==> config.mk <==
export PLATFORM = sky130hd
export DESIGN_NAME = writeback_arbiter_flat
export DESIGN_NICKNAME = d
export VERILOG_FILES = /design/src/rtl/writeback_arbiter_if.sv /design/src/rtl/writeback_arbiter.sv /design/src/flat_wrapper.sv
export SDC_FILE = /design/constraint.sdc
export NUM_CORES = 1
export LEC_CHECK = 0
export BUFFER_PORTS_ARGS = -buffer_cell sky130_fd_sc_hd__buf_2
export CORE_ASPECT_RATIO = 1.5
export CORE_MARGIN = 5
export CORE_UTILIZATION = 36
export CTS_CLUSTER_DIAMETER = 50
export DETAILED_ROUTE_END_ITERATION = 7
export GPL_TIMING_DRIVEN = 0
export PLACE_DENSITY = 0.67
export SYNTH_ARGS = -nofsm -noshare
export SYNTH_HDL_FRONTEND = slang
export SYNTH_SLANG_ARGS = --single-unit
==> constraint.sdc <==
create_clock -name clk -period 2.3 [get_ports clk]
set_input_delay 0.46 -clock clk [delete_from_list [all_inputs] [get_ports clk]]
set_output_delay 0.46 -clock clk [all_outputs]
set_load 0.005 [all_outputs]
==> src/rtl/writeback_arbiter_if.sv <==
// Write-back bus bundle: ALU result request, load-return request, and the
// register-file write port with its hazard-tracking outputs.
interface writeback_arbiter_if #(
  parameter int DATA_W     = 32,
  parameter int ADDR_W     = 4,
  parameter int FIFO_DEPTH = 4
) ();
  localparam int CNT_W = $clog2(FIFO_DEPTH) + 1;

  logic                  alu_valid;
  logic [ADDR_W-1:0]     alu_addr;
  logic [DATA_W-1:0]     alu_data;
  logic                  alu_ready;
  logic                  mem_valid;
  logic [ADDR_W-1:0]     mem_addr;
  logic [DATA_W-1:0]     mem_data;
  logic                  mem_ready;
  logic                  we3;
  logic [ADDR_W-1:0]     wa3;
  logic [DATA_W-1:0]     wd3;
  logic [(1<<ADDR_W)-1:0] pending;
  logic [CNT_W-1:0]      fifo_count;

  // Arbiter side
  modport slave (
    input  alu_valid, alu_addr, alu_data, mem_valid, mem_addr, mem_data,
    output alu_ready, mem_ready, we3, wa3, wd3, pending, fifo_count
  );

  // Source / register-file side
  modport master (
    output alu_valid, alu_addr, alu_data, mem_valid, mem_addr, mem_data,
    input  alu_ready, mem_ready, we3, wa3, wd3, pending, fifo_count
  );
endinterface

==> src/rtl/writeback_arbiter.sv <==
// Merges the unbuffered ALU result path (high priority) and the FIFO-buffered
// load-return path onto the single register-file write port. A starvation
// counter forces the FIFO head through after STARVE_MAX consecutive ALU wins,
// and a pending vector flags every register with a write still in flight.
module writeback_arbiter #(
  parameter int DATA_W     = 32,
  parameter int ADDR_W     = 4,
  parameter int FIFO_DEPTH = 4,
  parameter int STARVE_MAX = 3
) (
  input logic             clk,
  input logic             rst,
  writeback_arbiter_if.slave bus
);
  localparam int PTR_W = $clog2(FIFO_DEPTH);
  localparam int CNT_W = PTR_W + 1;
  localparam int NREG  = 1 << ADDR_W;
  localparam int SC_W  = (STARVE_MAX < 1) ? 1 : $clog2(STARVE_MAX + 1);
  localparam int ENT_W = ADDR_W + DATA_W;
  localparam logic [CNT_W-1:0] DEPTH_C    = CNT_W'(FIFO_DEPTH);
  localparam logic [SC_W-1:0]  STARVE_LIM = SC_W'(STARVE_MAX);

  // Saturating increment for the starvation counter.
  function automatic logic [SC_W-1:0] sat_inc(input logic [SC_W-1:0] v);
    return (v == STARVE_LIM) ? v : v + SC_W'(1);
  endfunction

  // Load-return FIFO state
  logic [ENT_W-1:0] fifo_mem [FIFO_DEPTH];
  logic [PTR_W-1:0] rd_ptr, wr_ptr;
  logic [CNT_W-1:0] count;
  logic [SC_W-1:0]  starve_cnt;

  // Arbitration results
  logic              fifo_empty, fifo_full, force_fifo;
  logic              alu_win, fifo_win, push, pop;
  logic [ENT_W-1:0]  head;

  // Stage p0: combinational winner; stage p1: registered write port
  logic              vld_p0, vld_p1;
  logic [ADDR_W-1:0] addr_p0, addr_p1;
  logic [DATA_W-1:0] data_p0, data_p1;

  logic [NREG-1:0]   pend;

  assign head       = fifo_mem[rd_ptr];
  assign fifo_empty = (count == '0);
  assign fifo_full  = (count == DEPTH_C);
  assign force_fifo = (starve_cnt == STARVE_LIM) && !fifo_empty;

  // Pick the winner: ALU unless starvation forces the FIFO head through.
  always_comb begin
    alu_win  = 1'b0;
    fifo_win = 1'b0;
    vld_p0   = 1'b0;
    addr_p0  = addr_p1;
    data_p0  = data_p1;
    if (bus.alu_valid && !force_fifo) begin
      alu_win = 1'b1;
      vld_p0  = 1'b1;
      addr_p0 = bus.alu_addr;
      data_p0 = bus.alu_data;
    end else if (!fifo_empty) begin
      fifo_win = 1'b1;
      vld_p0   = 1'b1;
      addr_p0  = head[ENT_W-1 -: ADDR_W];
      data_p0  = head[DATA_W-1:0];
    end
  end

  // A full FIFO refuses pushes even when it pops in the same cycle.
  assign push = bus.mem_valid && !fifo_full;
  assign pop  = fifo_win;

  // FIFO pointers, occupancy, starvation counter and the write-port register.
  always_ff @(posedge clk or posedge rst) begin
    if (rst) begin
      rd_ptr     <= '0;
      wr_ptr     <= '0;
      count      <= '0;
      starve_cnt <= '0;
      vld_p1     <= 1'b0;
      addr_p1    <= '0;
      data_p1    <= '0;
    end else begin
      if (push) wr_ptr <= wr_ptr + PTR_W'(1);
      if (pop)  rd_ptr <= rd_ptr + PTR_W'(1);
      case ({push, pop})
        2'b10:   count <= count + CNT_W'(1);
        2'b01:   count <= count - CNT_W'(1);
        default: count <= count;
      endcase
      starve_cnt <= (alu_win && !fifo_empty) ? sat_inc(starve_cnt) : '0;
      // Stage p1 boundary: winner registered onto the write port
      vld_p1 <= vld_p0;
      if (vld_p0) begin
        addr_p1 <= addr_p0;
        data_p1 <= data_p0;
      end
    end
  end

  // FIFO storage; contents only matter once counted, so no reset.
  always_ff @(posedge clk) begin
    if (push) fifo_mem[wr_ptr] <= {bus.mem_addr, bus.mem_data};
  end

  // Pending vector: every occupied FIFO slot plus the write on the port.
  always_comb begin
    logic [PTR_W-1:0] slot_off;
    pend     = '0;
    slot_off = '0;
    for (int i = 0; i < FIFO_DEPTH; i++) begin
      slot_off = PTR_W'(i) - rd_ptr;
      if ({1'b0, slot_off} < count) pend[fifo_mem[i][ENT_W-1 -: ADDR_W]] = 1'b1;
    end
    if (vld_p1) pend[addr_p1] = 1'b1;
  end

  assign bus.alu_ready  = !force_fifo;
  assign bus.mem_ready  = !fifo_full;
  assign bus.we3        = vld_p1;
  assign bus.wa3        = addr_p1;
  assign bus.wd3        = data_p1;
  assign bus.pending    = pend;
  assign bus.fifo_count = count;

endmodule
==> src/flat_wrapper.sv <==
// flat-port wrapper written by rule: the top's interface ports become plain ports
module writeback_arbiter_flat 
#(
  parameter int DATA_W     = 32,
  parameter int ADDR_W     = 4,
  parameter int FIFO_DEPTH = 4,
  parameter int STARVE_MAX = 3
)
  (clk, rst, bus_alu_valid, bus_alu_addr, bus_alu_data, bus_mem_valid, bus_mem_addr, bus_mem_data, bus_alu_ready, bus_mem_ready, bus_we3, bus_wa3, bus_wd3, bus_pending, bus_fifo_count);
  writeback_arbiter_if #(.DATA_W(DATA_W), .ADDR_W(ADDR_W), .FIFO_DEPTH(FIFO_DEPTH)) bus_i ();
  input logic clk;
  input logic rst;
  input wire logic [$bits(bus_i.alu_valid)-1:0] bus_alu_valid;
  input wire logic [$bits(bus_i.alu_addr)-1:0] bus_alu_addr;
  input wire logic [$bits(bus_i.alu_data)-1:0] bus_alu_data;
  input wire logic [$bits(bus_i.mem_valid)-1:0] bus_mem_valid;
  input wire logic [$bits(bus_i.mem_addr)-1:0] bus_mem_addr;
  input wire logic [$bits(bus_i.mem_data)-1:0] bus_mem_data;
  output wire logic [$bits(bus_i.alu_ready)-1:0] bus_alu_ready;
  output wire logic [$bits(bus_i.mem_ready)-1:0] bus_mem_ready;
  output wire logic [$bits(bus_i.we3)-1:0] bus_we3;
  output wire logic [$bits(bus_i.wa3)-1:0] bus_wa3;
  output wire logic [$bits(bus_i.wd3)-1:0] bus_wd3;
  output wire logic [$bits(bus_i.pending)-1:0] bus_pending;
  output wire logic [$bits(bus_i.fifo_count)-1:0] bus_fifo_count;
  assign bus_i.alu_valid = bus_alu_valid;
  assign bus_i.alu_addr = bus_alu_addr;
  assign bus_i.alu_data = bus_alu_data;
  assign bus_i.mem_valid = bus_mem_valid;
  assign bus_i.mem_addr = bus_mem_addr;
  assign bus_i.mem_data = bus_mem_data;
  assign bus_alu_ready = bus_i.alu_ready;
  assign bus_mem_ready = bus_i.mem_ready;
  assign bus_we3 = bus_i.we3;
  assign bus_wa3 = bus_i.wa3;
  assign bus_wd3 = bus_i.wd3;
  assign bus_pending = bus_i.pending;
  assign bus_fifo_count = bus_i.fifo_count;
  writeback_arbiter #(.DATA_W(DATA_W), .ADDR_W(ADDR_W), .FIFO_DEPTH(FIFO_DEPTH), .STARVE_MAX(STARVE_MAX)) u_core (.clk(clk), .rst(rst), .bus(bus_i));
endmodule
# After elaboration in Yosys (flattened, before gate mapping)
# Memories as Yosys holds them, arrays and structs flattened.
# Index checks and enable logic that the tools add are counted.
[classes] n_reduce_logical=15 n_addsub=9 magnitude_cmp=14 bitwise_logic=4 eq_ne=6 muxes=28
[op_table] op="$mux 16" n=5
[op_table] op="$mux 32" n=2
[op_table] op="$or 16x16->16" n=4
[op_table] op="$lt 4x5->1 const B" n=5
[op_table] op="$demux 1 s4" n=5
[op_table] op="$ge 4x1->1 const B" n=5
[op_table] op="$lt 2x3->1" n=4
[op_table] op="$mux 1" n=11
[op_table] op="$logic_and 1x1->1" n=9
[op_table] op="$mux 4" n=2
[op_table] op="$add 2x1->2 const B" n=3
[op_table] op="$pmux 3 s2" n=1
[op_table] op="$eq 2x2->1 const B" n=2
[op_table] op="$mux 2" n=2
[op_table] op="$ne 2x2->1 const B" n=2
[op_table] op="$sub 1x2->2 const A" n=2
[op_table] op="$sub 2x2->2 const A" n=2
[op_table] op="$add 3x1->3 const B" n=1
[op_table] op="$eq 3x3->1 const B" n=1
[op_table] op="$logic_not 1->1" n=3
[op_table] op="$logic_not 3->1" n=1
[op_table] op="$sub 3x1->3 const B" n=1
[op_table] op="$eq 2x1->1 const B" n=1
[op_table] op="$reduce_and 2->1" n=1
[op_table] op="$reduce_bool 2->1" n=1
[totals] wordCells=84 in_bits=76 reg_bits=46 mem_count=1 mem_bits_rw=144
[mem_list] memory="u_core.fifo_mem" words=4 word_bits=36 read_ports=5 rd_ports_with_merged_regs=0 wr=1 line="writeback_arbiter.sv:29" text="logic [ENT_W-1:0] fifo_mem [FIFO_DEPTH];"

# Depth between registers and ports, before layout
# Gate-level depths: netlist (run 1).
[depth] depth_word=13 ltp_mapped=11 mapped_depth_nobuf=10

# Worst setup path after synthesis (run 1)
# OpenSTA, ideal clock, no wires.
[synth_path] kind="register -> output" startpoint="register u_core.rd_ptr[0]" endpoint="output port bus_pending[2]" setup_slack_ps=-250 required_time_ps=1840 t_arrival_ps=2090 stages_incl_launch_ff=10 cell_sequence="dfrtp_1 -> buf_4 -> buf_2 -> xnor2_1 -> inv_1 -> ha_1 -> nor2b_2 -> a2111oi_2 -> a22oi_1 -> nand2_1"
[synth_via] elab_chain_len=11 elab_cells_between_ends=17
[synth_lines] element="start: declaration" line="writeback_arbiter.sv:30" text="logic [PTR_W-1:0] rd_ptr, wr_ptr;"
[synth_lines] element="start signal: assignment" line="writeback_arbiter.sv:87" text="if (pop) rd_ptr <= rd_ptr + PTR_W'(1);"
[synth_lines] element="$sub 1x2->2" line="writeback_arbiter.sv:114" text="slot_off = PTR_W'(i) - rd_ptr;"
[synth_lines] element="$lt 2x3->1" line="writeback_arbiter.sv:115" text="if ({1'b0, slot_off} < count) pend[fifo_mem[i][ENT_W-1 -: ADDR_W]] = 1'b1;"
[synth_lines] element="$mux 16" line="writeback_arbiter.sv:115"
[synth_lines] element="$or 16x16->16 (no source line)"
[synth_lines] element="$mux 16" line="writeback_arbiter.sv:115"
[synth_lines] element="$or 16x16->16 (no source line)"
[synth_lines] element="$mux 16" line="writeback_arbiter.sv:115"
[synth_lines] element="$or 16x16->16 (no source line)"
[synth_lines] element="$mux 16 (*)" line="writeback_arbiter.sv:115"
[synth_lines] element="$or 16x16->16 (no source line)"
[synth_lines] element="$mux 16 (*)" line="writeback_arbiter.sv:117" text="if (vld_p1) pend[addr_p1] = 1'b1;"
[synth_lines] element="end: declaration" line="flat_wrapper.sv:24" text="output wire logic [$bits(bus_i.pending)-1:0] bus_pending;"
# Mark *: on every way between the ends. The rest lies on a longest branch, timed or not.

# Worst setup path in the final report (run 1)
[layout_path] startpoint="register u_core.rd_ptr[0]" endpoint="output port bus_pending[1]"
# The elaborated chain is that of the path after synthesis.

==> results of run 1 <==
-- state kept, by name (all words and copies together), names as in the netlist --
register               count
u_core.starve_cnt          2
u_core.bus.we3             1
u_core.bus.fifo_count      3
u_core.bus.wd3            32
u_core.fifo_mem          144
u_core.wr_ptr              2
u_core.rd_ptr              2
u_core.bus.wa3             4
-- worst reg2reg max path, cell delays in order (launching register included) --
cell and delay (ns):
dfrtp_2 0.42, clkinvlp_4 0.12, buf_4 0.13, buf_4 0.12, nand3_2 0.15, nand2_2 0.17
ha_4 0.15, inv_1 0.05, fa_2 0.34, xor2_1 0.16, nor2_1 0.14, xor2_1 0.15
-- logic make-up (layout without fill, tap and decap cells) --
group	after synthesis	after routing
flip-flops	190	190
AO/OA/AOI/OAI	131	131
AND/OR/NAND/NOR	120	120
buffers and inverters	49	234
multiplexers	38	38
adder cells (fa/ha/maj)	11	11
XOR/XNOR	7	7
other	0	2
-- final timing paths --
kind,start,endpoint,depth (start not counted)
min in group clk,bus_mem_data[4],u_core.fifo_mem[2][4],1
worst min-delay path,rst,u_core.bus.wd3[0],2
worst max register to register,u_core.bus.fifo_count[1],u_core.bus.fifo_count[2],11
max in group asynchronous,rst,u_core.bus.fifo_count[2],3
worst max-delay path,u_core.rd_ptr[0],bus_pending[1],8
worst min register to register,u_core.starve_cnt[0],u_core.starve_cnt[0],1
-- routing by layer --
| layer | vias up | GRT usage | wire length, um | share of wire |
|---|---|---|---|---|
| met2 | 165 | 0.311 | 12000 | 0.55 |
| met3 | 22 | 0.0378 | 996 | 0.046 |
| met5 | - | 0 | 0 | 0 |
| li1 | 2516 | - | - | - |
| met4 | 0 | 0.0558 | 386 | 0.018 |
| met1 | 2770 | 0.191 | 8340 | 0.38 |
-- area by class of cell --
type,instances,area [um2],share of cell area
clock buffers,18,429,0.0411
diodes,2,5.00,0.000480
plain buffers,32,215,0.0206
inverters,16,66.3,0.00635
clock inverters,14,128,0.0122
repair buffers,154,901,0.0863
multi-input cells,307,2870,0.275
well taps,280,350,0.0336
flip-flops and latches,190,5480,0.525
-- Yosys cell counts (all sizes together), types with 11 or more instances --
cell type,number,area share
nand2,55,0.025
mux4,36,0.097
dfrtp,46,0.14
edfxtp,144,0.52
inv,16,0.0072
nor2b,14,0.011
clkbuf,11,0.0049
buf,22,0.017
o21ai,22,0.013
a21oi,28,0.017
a22oi,36,0.032
nor2,11,0.0069
o22ai,14,0.010
-- where the power goes --
group / internal (mW) / switching (mW) / total, mW
Sequential: 4.64 / 0.433 / 5.07
Clock: 1.43 / 1.35 / 2.78
Combinational: 2.60 / 2.97 / 5.58
-- timing repair --
item	in CTS	in global routing
gates resized for setup	19	17
pin swaps	11	21
endpoints found under the setup margin	19	18
buffers inserted	12	6
-- stage by stage --
step                      cells   util  power, mW  hold WS [ns]  instance area [um2]
after floorplan             546      -       8.39         0.419                 8460
after global placement      958  0.412       10.0         0.433                 9470
after detailed placement    963  0.417       10.2         0.442                 9580
after CTS                  1007  0.450       13.4       0.00545                10300
final                      1013  0.454       13.4        0.0215                10400
after global routing       1012  0.454       14.2        0.0280                10400
==> summary.txt, run 1 <==
Floorplanning
  – Top Ports: about 130
  – Chip height: a little under 200 um
  – Core Region: around 0.023 mm2
  – Starting Density: 0.364
  – Die W: about 130 um
  – FP Rows: 68
  – Die ar.: around 0.026 mm2

Global route
  – First-pass GRT wire length: 33300 um
  – Initial antenna violation count: 1
  – Largest net degree at the start of global routing: 33
  – GRT Total Usage: 0.168
  – Congestion Overflow GR: 0
  – Number of global-route vias before repair: around 5800

Synth
  – Ys flop type: edfxtp_1
  – Sequential area share after synthesis: 0.654
  – Synthesized area per cell: ~15 um2
  – Synth async-reset ratio: 0.242
  – Yosys reg bits: 190
  – Post-Syn Instances: between 500 and 600
  – Count of cell types in the netlist: 52
  – Combinational family with the most area after synthesis: compound AO/OA/AOI/OAI gates
  – Post-Synth Adder-Cell Area: 0.0173
  – Post-Syn Area: between 0.008 and 0.009 mm2
  – Mux share of post-synthesis cell area: 0.0994
  – Post-synth EDFFs: roughly 140
  – Post-Synth Simple-Gate Area: 0.0766
  – Yosys warning count: 0
  – Compound-Gate Fraction of Synth Area: 0.115
  – Syn Nets: between 600 and 700
  – Post-Synth XOR/XNOR Area: 0.00733

Critical path
  – Slowest stage cell on the critical path: a2111oi_4
  – Reg-to-reg setup timing slack: about 0.13 ns
  – Critical Path RT: about 1.8 ns
  – Crit path max fanout: 4
  – Top Family by Delay on Critical Path: compound AO/OA/AOI/OAI gates
  – Worst Path Class, Setup: register to output port
  – Crit path buffers/inverters: 2
  – Critical Path AT: approximately 2.5 ns
  – Crit-path cells: buf_12, xnor2_4, ha_4, and2b_4, a2111oi_4, a222oi_1, o311ai_1, buf_2
  – CP Capture Type: output port
  – CP peak stage delay: roughly 0.45 ns
  – Startpoint types: register

Clock tree
  – Root Driver: clkbuf_16
  – CTS tree: yes
  – Clock Latency Late Sink: between 0.4 and 0.5 ns
  – CTS clk-pin slew, worst paths: about 0.080 ns
  – H-tree Lvls: 4
  – TritonCTS Sinks: 190
  – CTS buffer count: 17
  – Cts hold-fix bufs: 0
  – Bufs on Longest Clock Path: 2

Place
  – Post-DP HPWL: approximately 15000 um
  – Port bufs: 132
  – GP Congestion: between 0.8 and 0.9
  – Pre-CTS worst setup slack: -0.454 ns

Outcome
  – Status: finished with violations
  – Violated checks: negative setup slack

Run
  – Total of max-cap violations: 0

Routing
  – DRT Wirelength: between 20000 and 25000 um
  – First-pass DRT Iterations: 5
  – Total vias in the final route: around 5500
  – Post-route DRC violation count: 0
  – Vias per Instance: approximately 5.4
  – Antenna viol nets, final: 0
  – Wire per inst: 21.5 um
  – Initial drt markers: 272

STA
  – Fin. Hold Viols: 0
  – Setup violators final: 16
  – Clock Skews: ~0.011 ns
  – Post-route setup slack: -0.668 ns
  – Min Tclk post-route: 2.97 ns
  – Worst relative slew slack: 0.541
  – Max-slew violation count: 0
  – RSZ-0062 raised after global routing: true
  – Period utilisation layout: 1.29
  – TNS Setup: -9.60 ns
  – F_max: around 340 MHz
  – Tightest Pin Transition: just under 0.7 ns

Cells and area
  – Filler cells: 2068
  – Most frequent cells in the layout: edfxtp_1 (144), buf_2 (141), nand2_1 (54)
  – Commonest non-fill, non-tap cell in the layout: edfxtp_1
  – Layout cells sized above 1: 0.393
  – Nets@finish: roughly 810
  – Area delta synth->final: 24.7%

Min path
  – Min-Delay Path Class: input port to asynchronous set/reset pin

Pwr
  – Peak supply drop: ~0.00055 V
  – Leak: 3.92 nW
  – Power per cell area: around 1300 mW/mm2
Note: power is estimated with default switching activity, not from simulation.
==> inputs of run 2 (changes only) <==
- CELL_PAD_IN_SITES_DETAIL_PLACEMENT: unset -> 1
- CELL_PAD_IN_SITES_GLOBAL_PLACEMENT: unset -> 2
- PLACE_DENSITY: 0.67 -> 0.85
==> summary.txt, run 2 (same netlist as run 1, synthesis figures left out) <==
Outcome
  – Status: finished with violations
  – Violated checks: negative setup slack

Place
  – GP Congestion: 0.847 (-5.4%)
  – Port bufs: 132 (unchanged)
  – Post-DP HPWL: 17600 um (+14%)
  – Pre-CTS worst setup slack: -0.494 ns (-0.0395 ns)
  – Placed Area: 0.00958 mm2 (unchanged)

Cells and area
  – Commonest non-fill, non-tap cell in the layout: edfxtp_1
  – Filler cells: 2330 (+13%)
  – Most frequent cells in the layout: edfxtp_1 (144), buf_2 (141), nand2_1 (54)
  – Largest reg by FF count: u_core.fifo_mem
  – Final instance area: 0.0108 mm2 (+3.2%)
  – Nets@finish: 824 (+2.4%)
  – Max reg flops: 144 (unchanged)
  – Number of diodes: 0 (-2)
  – Post-layout util: 0.469 (+0.0144)
  – Layout cells sized above 1: 0.431 (+0.0381)
  – Area delta synth->final: 28.7%

Pwr
  – Switch Pwr: 5.13 mW (+7.9%)
  – Reg power frac: 0.359 (-0.019)
  – Power per cell area: 1320 mW/mm2 (+2.3%)
  – Switching Share: 0.362 (+0.00756)
  – Peak supply drop: 0.000663 V (+21%)
  – Leak: 4.07 nW (+3.8%)
  – Int Pwr: 9.05 mW (+4.4%)
  – Clock power share: 0.206 (about the same)
  – Comb power frac: 0.436 (+0.021)

STA
  – Tightest Pin Transition: 0.891 ns (+0.203 ns)
  – WHS: 0.249 ns (+0.227 ns)
  – F_max: 333 MHz (-1.0%)
  – RSZ-0062 raised after global routing: true
  – Post-route setup slack: -0.699 ns (-0.0310 ns)
  – Clock Skews: 0.0107 ns (-0.000636 ns)
  – Worst relative slew slack: 0.405 (-0.137)
  – TNS Setup: -10.12 ns (-0.521 ns)
  – Min Tclk post-route: 3.00 ns (+0.0310 ns)
  – Period utilisation layout: 1.30 (+0.0135)
  – Fin. Hold Viols: 0 (unchanged)
  – Setup violators final: 17 (+1)
  – Max-slew violation count: 0 (unchanged)

Routing
  – Antenna viol nets, final: 0 (unchanged)
  – Vias per Instance: 5.52 (+2.1%)
  – First-pass DRT Iterations: 5 (unchanged)
  – Wire per inst: 23.5 um (+9.3%)
  – Total vias in the final route: 5683 (+3.8%)
  – Initial drt markers: 366 (+35%)
  – DRT Wirelength: 24200 um (+11%)
  – Post-route DRC violation count: 0 (unchanged)

Floorplanning
  – Die ar.: 0.0265 mm2 (unchanged)
  – Chip height: 197 um (unchanged)
  – Die W: 134 um (unchanged)
  – Starting Density: 0.364 (unchanged)
  – Core Region: 0.0230 mm2 (unchanged)
  – Top Ports: 134 (unchanged)
  – FP Rows: 68 (unchanged)

Clock tree
  – CTS clk-pin slew, worst paths: 0.07 ns (about the same)
  – TritonCTS Sinks: 190 (unchanged)
  – CTS tree: yes
  – CTS buffer count: 17 (unchanged)
  – Clock Latency Late Sink: 0.43 ns (about the same)
  – H-tree Lvls: 4 (unchanged)
  – Root Driver: clkbuf_16
  – Bufs on Longest Clock Path: 2 (unchanged)

Global route
  – Initial antenna violation count: 3 (+2)
  – Congestion Overflow GR: 0 (unchanged)
  – GRT Total Usage: 0.186 (+0.0177)
  – Largest net degree at the start of global routing: 34 (+3.0%)
  – Number of global-route vias before repair: 6392 (+9.3%)
  – First-pass GRT wire length: 37100 um (+11%)

Critical path
  – CP Capture Type: output port
  – Startpoint types: register
  – Reg-to-Reg Start: u_core.bus.fifo_count[0]
  – Reg-to-reg setup timing slack: -0.02 ns (-0.15 ns)
  – Worst Path Class, Setup: register to output port
  – Critical Path AT: 2.54 ns (+0.03 ns)
  – Critical Path RT: 1.84 ns (about the same)
  – Crit path max fanout: 4 (unchanged)
  – Worst reg2reg path depth: 13 (+2)
  – CP endpoint: bus_pending[15]
  – Worst setup path startpoint: u_core.rd_ptr[0]
  – Worst reg2reg endpoint: u_core.bus.fifo_count[2]

Min path
  – Min-Delay Path Class: input port to register

Run
  – Total of max-cap violations: 0 (unchanged)
run 2: power groups by stage:
stage,Combinational (mW),Clock (mW),Sequential (mW)
after floorplan,3.32,0,5.08
after detailed placement,5.22,0,5.17
after global placement,4.91,0,5.13
after global routing,6.66,3.16,5.17
final,6.18,2.92,5.08
after CTS,5.99,2.98,5.07
run 2: timing repair:
| action | 4_1_cts | 5_1_grt |
|---|---|---|
| buffers inserted | 30 | 7 |
| endpoints found under the hold margin | 4 | 0 |
| hold buffers | 1 | 0 |
| pin swaps | 27 | 21 |
| endpoints found under the setup margin | 19 | 19 |
| resized for setup | 47 | 20 |
run 2: worst min-delay path by stage:
stage	start	to	slack, ns	cells past startpoint
4_1_cts	bus_mem_data[30]	u_core.fifo_mem[2][30]	0.23	1
5_1_grt	bus_mem_data[30]	u_core.fifo_mem[2][30]	0.22	1
3_3_place_gp	u_core.starve_cnt[0]	u_core.starve_cnt[0]	0.48	1
2_1_floorplan	u_core.starve_cnt[0]	u_core.starve_cnt[0]	0.42	1
3_5_place_dp	rst	u_core.bus.wd3[9]	0.47	2
6_report	bus_mem_data[30]	u_core.fifo_mem[2][30]	0.25	1
run 2: through the flow:
| step | std cells | power [mW] |
|---|---|---|
| 2_1_floorplan | 546 | 8.39 |
| 3_3_place_gp | 958 | 10.0 |
| 3_5_place_dp | 963 | 10.4 |
| 4_1_cts | 1025 | 14.0 |
| 5_1_grt | 1030 | 15.0 |
| 6_report | 1030 | 14.2 |
run 2: worst max-delay path: stages, from the launching register on:
cell	delay (ns)
dfrtp_1	0.43
buf_12	0.16
xnor2_4	0.16
ha_4	0.22
and2b_4	0.20
a2111o_1	0.51
o211ai_1	0.27
buf_2	0.16
run 2: routing by layer:
metal	wire length, um	vias up	track usage
li1	-	2539	-
met1	8790	2893	0.200
met2	13600	184	0.351
met3	1010	61	0.0340
met4	793	6	0.0838
met5	34	-	0
run 2: layout make-up:
type                            instances  area (um2)  area share
Buffer                                 32         236      0.0220
Clock buffer                           17         425      0.0395
Multi-Input combinational cell        307        2980       0.277
Inverter                               16        70.1     0.00651
Clock inverter                         15         169      0.0157
Timing Repair Buffer                  173        1060      0.0983
Sequential cell                       190        5480       0.509
Tap cell                              280         350      0.0325
